$ cat config.mk
export PLATFORM = sky130hd
export DESIGN_NAME = serial_word_receiver
export DESIGN_NICKNAME = d
export VERILOG_FILES = /design/src/rtl/serial_word_receiver_pkg.sv /design/src/rtl/serial_word_receiver_shift_capture.sv /design/src/rtl/serial_word_receiver.sv
export SDC_FILE = /design/constraint.sdc
export NUM_CORES = 1
export LEC_CHECK = 0
export CAP_MARGIN = 30
export CORE_ASPECT_RATIO = 0.8
export CORE_MARGIN = 2
export CORE_UTILIZATION = 30
export DETAILED_ROUTE_END_ITERATION = 16
export GPL_TIMING_DRIVEN = 0
export PLACE_DENSITY = 0.52
export SLEW_MARGIN = 10
export SYNTH_ARGS = -nofsm -noshare
export SYNTH_HDL_FRONTEND = slang
export SYNTH_SLANG_ARGS = --single-unit
$ cat constraint.sdc
create_clock -name clk -period 2.49 [get_ports clk]
set_clock_uncertainty 0.15 [all_clocks]
set_input_delay 0.747 -clock clk [delete_from_list [all_inputs] [get_ports clk]]
set_output_delay 0.747 -clock clk [all_outputs]
set_load 0.01 [all_outputs]
$ cat src/rtl/serial_word_receiver_pkg.sv
// Shared encodings for the serial word receiver: FSM states and line levels.
package serial_word_receiver_pkg;

    // FSM state encodings; 2'b11 is unused and falls back to IDLE.
    localparam logic [1:0] ST_IDLE = 2'b00;
    localparam logic [1:0] ST_RECV = 2'b01;
    localparam logic [1:0] ST_STOP = 2'b10;

    // Serial line levels.
    localparam logic START_BIT  = 1'b0;
    localparam logic STOP_BIT   = 1'b1;
    localparam logic IDLE_LEVEL = 1'b1;

endpackage

$ cat src/rtl/serial_word_receiver_shift_capture.sv
// Direction-selectable shift-in register: MSB-first shifts left, LSB-first
// shifts right, one bit per enabled edge.
module shift_capture #(
    parameter int WIDTH = 4
) (
    input  logic             clk,
    input  logic             reset,
    input  logic             en,
    input  logic             msb_first,
    input  logic             din,
    output logic [WIDTH-1:0] data
);

    // Shift the incoming bit in from the LSB end (MSB-first) or the MSB end (LSB-first).
    always_ff @(posedge clk) begin
        if (reset) begin
            data <= '0;
        end else if (en) begin
            if (msb_first) begin
                data <= {data[WIDTH-2:0], din};
            end else begin
                data <= {din, data[WIDTH-1:1]};
            end
        end
    end

endmodule

$ cat src/rtl/serial_word_receiver.sv
// Framed serial-to-parallel receiver: start bit, WIDTH data bits, stop bit.
// Emits a one-cycle VALID on a good frame and a one-cycle ERR on a bad stop bit.
module serial_word_receiver
    import serial_word_receiver_pkg::*;
#(
    parameter int WIDTH = 4
) (
    input  logic             clk,
    input  logic             reset,
    input  logic             ENB,
    input  logic             DIR,
    input  logic             S_IN,
    output logic [WIDTH-1:0] Q,
    output logic             VALID,
    output logic             ERR,
    output logic             BUSY
);

    localparam int CNT_W = (WIDTH > 2) ? $clog2(WIDTH) : 1;
    localparam logic [CNT_W-1:0] LAST_BIT = CNT_W'(WIDTH - 1);

    logic [1:0]       state;
    logic [CNT_W-1:0] bit_cnt;
    logic             dir_lat;
    logic             shift_en;
    logic [WIDTH-1:0] capture;

    // A data bit is taken on every enabled edge spent in RECV.
    assign shift_en = ENB && (state == ST_RECV);

    shift_capture #(
        .WIDTH(WIDTH)
    ) u_shift_capture (
        .clk      (clk),
        .reset    (reset),
        .en       (shift_en),
        .msb_first(dir_lat),
        .din      (S_IN),
        .data     (capture)
    );

    // Frame FSM, bit counter, direction latch and registered outputs.
    always_ff @(posedge clk) begin
        if (reset) begin
            state   <= ST_IDLE;
            bit_cnt <= '0;
            dir_lat <= 1'b0;
            Q       <= '0;
            VALID   <= 1'b0;
            ERR     <= 1'b0;
            BUSY    <= 1'b0;
        end else begin
            VALID <= 1'b0;
            ERR   <= 1'b0;
            if (ENB) begin
                case (state)
                    ST_IDLE: begin
                        if (S_IN == START_BIT) begin
                            state   <= ST_RECV;
                            dir_lat <= DIR;
                            bit_cnt <= '0;
                            BUSY    <= 1'b1;
                        end
                    end
                    ST_RECV: begin
                        bit_cnt <= bit_cnt + CNT_W'(1);
                        if (bit_cnt == LAST_BIT) begin
                            state <= ST_STOP;
                        end
                    end
                    ST_STOP: begin
                        if (S_IN == STOP_BIT) begin
                            Q     <= capture;
                            VALID <= 1'b1;
                        end else begin
                            ERR <= 1'b1;
                        end
                        state <= ST_IDLE;
                        BUSY  <= 1'b0;
                    end
                    default: begin
                        state <= ST_IDLE;
                        BUSY  <= 1'b0;
                    end
                endcase
            end
        end
    end

endmodule

==> out/results.txt <==
post-detail-place hpwl -> 976 um
crit path DAT -> 1160 ps
Detailed Routing Iterations Pass 1 -> 10
yosys warns -> 0
Seq/Total Area, Yosys -> 44.2%
post-DR wirelength/cell -> 12.8 um
vias in the first global route -> 474
library cells used by synthesis -> 22
global route total overflow -> 0
Worst setup SP type -> flip-flop
Clock Tree Buf Depth -> 2
final-layout fill cell count -> 236
vias -> 524
H-tree levels -> 1
syn avg cell area -> 10.3 um2
core box area -> 2210 um2
Die ar. -> 2830 um2
Setup crit end kind -> primary output
max incr delay on CP -> 530 ps
antenna-violating nets left -> 0
Final Cycle Share -> 82.5%
Nets -> 90
peak supply drop -> 0.265 mV
Root Driver -> clkbuf_4
total CTS buffers -> 3
syn nets -> 76
worst path required time -> 1590 ps
most common cell after layout, fill and taps aside -> dfxtp_1
Yosys top cell area share -> 44.2%
worst hold stages -> 2
leak pwr -> 0.342 nW
final WL -> 1370 um
CP cell instances -> clkdlybuf4s50_1
Ports -> 12
worst path buffer plus inverter count -> 1
most frequent cells in the layout -> 16 x dfxtp_1, 9 x mux2i_1, 9 x nor2_1, 9 x clkdlybuf4s50_1, 5 x a21oi_1
Port Buf Inserts -> 9
pin count of the biggest net entering global routing -> 11
ANT cells -> 0
internal power -> 0.350 mW
initial antenna violation count -> 0
Largest delay share family, worst path -> buffers and inverters
Yosys reg bits -> 16
Clk network pwr share -> 28.6%
CTS tree -> yes
register area -> 320 um2
Starting Density -> 32.7%
Row Count -> 15
PwrDens -> 538 nW/um2
setup bufs post-CTS -> 0
Die W -> 58.9 um
clock slew at reported path FFs -> 90 ps
cts hold-fix bufs -> 0
combinational power share -> 13.3%
TNS Setup -> 0 ps
clock sink count -> 16
Clock Latency Late Sink -> 280 ps
P&R area growth vs syn -> 19.9%
Sw Ratio -> 25.1%
die height -> 48.0 um
total power -> 0.467 mW
Fin. Hold Viols -> 0
# DRC -> 1
total track usage -> 11.4%
critical path class -> flip-flop to primary output
Slew HR -> 72.5%
fmax -> 0.487 GHz
worst slew pin tran -> 413 ps
number of cells on the critical path -> 1
Post-Synthesis Cell Area -> 724 um2
post-synth top area cell -> dfxtp_1
crit path max fanout -> 2
violated checks -> design-rule violations
first-pass GRT wire length -> 2290 um
area of the multi-input gates -> 357 um2
Critical-path top delay cell -> clkdlybuf4s50_1
Post-Synthesis Cells -> 70
r2r worst-path depth -> 4
RSZ-0062 raised after global routing -> no
share of cells above drive strength 1 -> 23.2%
Sw Pwr -> 0.117 mW
worst min path class -> flip-flop to flip-flop
sequential power share -> 58.1%
status -> finished with violations
leading post-synthesis cells by cell area -> dfxtp_1 44%, mux2i_1 12%, a211oi_2 6.9%, nor2_1 4.7%, a21oi_1 3.5%
setup violators final -> 0
post-cts sizing count -> 0
DRT iter0 DRCs -> 24
time the worst path needs with I/O delays and setup -> 2050 ps
Max Cap Violations -> 0
Slew Limit Fails -> 0
GP Congestion -> 0.621
Via density -> 4.90
-- sequential cells by signal, indices dropped and copies added (netlist names) --
name and cells:
u_shift_capture.data 4, bit_cnt 2, Q 4, VALID 1, dir_lat 1, BUSY 1, state 2, ERR 1
-- layout make-up --
type                    count  area share, %
plain buffers               7           5.48
clock buffers               3           2.59
multi-input cells          47           41.1
flip-flops and latches     16           36.9
well taps                  25           3.60
repair buffers              9           10.4
-- per-stage QoR --
stage / hold WS, ps / util (%) / setup slack, ps / area, um2 / std cells
2_1_floorplan: 303 / - / 831 / 724 / 70
3_3_place_gp: 318 / 38.2 / 198 / 846 / 104
3_5_place_dp: 324 / 38.2 / 195 / 846 / 104
4_1_cts: 336 / 39.2 / 425 / 868 / 107
5_1_grt: 382 / 39.2 / 371 / 868 / 107
6_report: 332 / 39.2 / 436 / 868 / 107
-- final timing paths --
kind,startpoint,end,slack [ps]
setup / recovery,Q[0]$_SDFFE_PP0P_,Q[0],440
hold / removal,bit_cnt[1]$_SDFFE_PP0P_,bit_cnt[1]$_SDFFE_PP0P_,330
setup reg to reg,state[0]$_SDFFE_PP0P_,Q[2]$_SDFFE_PP0P_,1160
hold reg to reg,bit_cnt[1]$_SDFFE_PP0P_,bit_cnt[1]$_SDFFE_PP0P_,330
-- kinds of logic after synthesis --
kind of cell / synth area share (%)
multiplexers: 14.0
flip-flops: 44.2
adder cells (fa/ha/maj): 1.73
AO/OA/AOI/OAI: 12.8
AND/OR/NAND/NOR: 20.7
buffers and inverters: 6.56
-- tightest hold or removal path, cell delays in order (launching register included) --
cell and delay [ps]:
dfxtp_1 320, o21ai_0 70, a21oi_1 60
-- power by group through the flow --
stage	Sequential, mW	Clock, mW	Combinational (mW)
3_3_place_gp	0.277	0	0.0615
5_1_grt	0.273	0.148	0.0685
6_report	0.272	0.133	0.0622
4_1_cts	0.272	0.138	0.0630
2_1_floorplan	0.277	0	0.0464
3_5_place_dp	0.278	0	0.0627
-- cells in the mapped netlist (all sizes together) --
| cell type | number |
|---|---|
| dfxtp | 16 |
| nor2 | 13 |
| mux2i | 9 |
| a211oi | 5 |
| a21oi | 5 |
| buf | 5 |
| nand2b | 3 |
| clkbuf | 2 |
| nand2 | 2 |
| o21ai | 2 |
| and3b | 1 |
| ha | 1 |
| mux2 | 1 |
| nand3 | 1 |
| nand4b | 1 |
| nor2b | 1 |
| nor4 | 1 |
| nor4b | 1 |
-- metal layers --
layer  wire [um]  track usage [%]  vias up
li1            -                -      265
met1         684             15.5      241
met2         571             15.8       16
met3          98             5.14        2
met4          13             4.09        0
met5           0                0        -
Power figures use the tool's default switching activity.
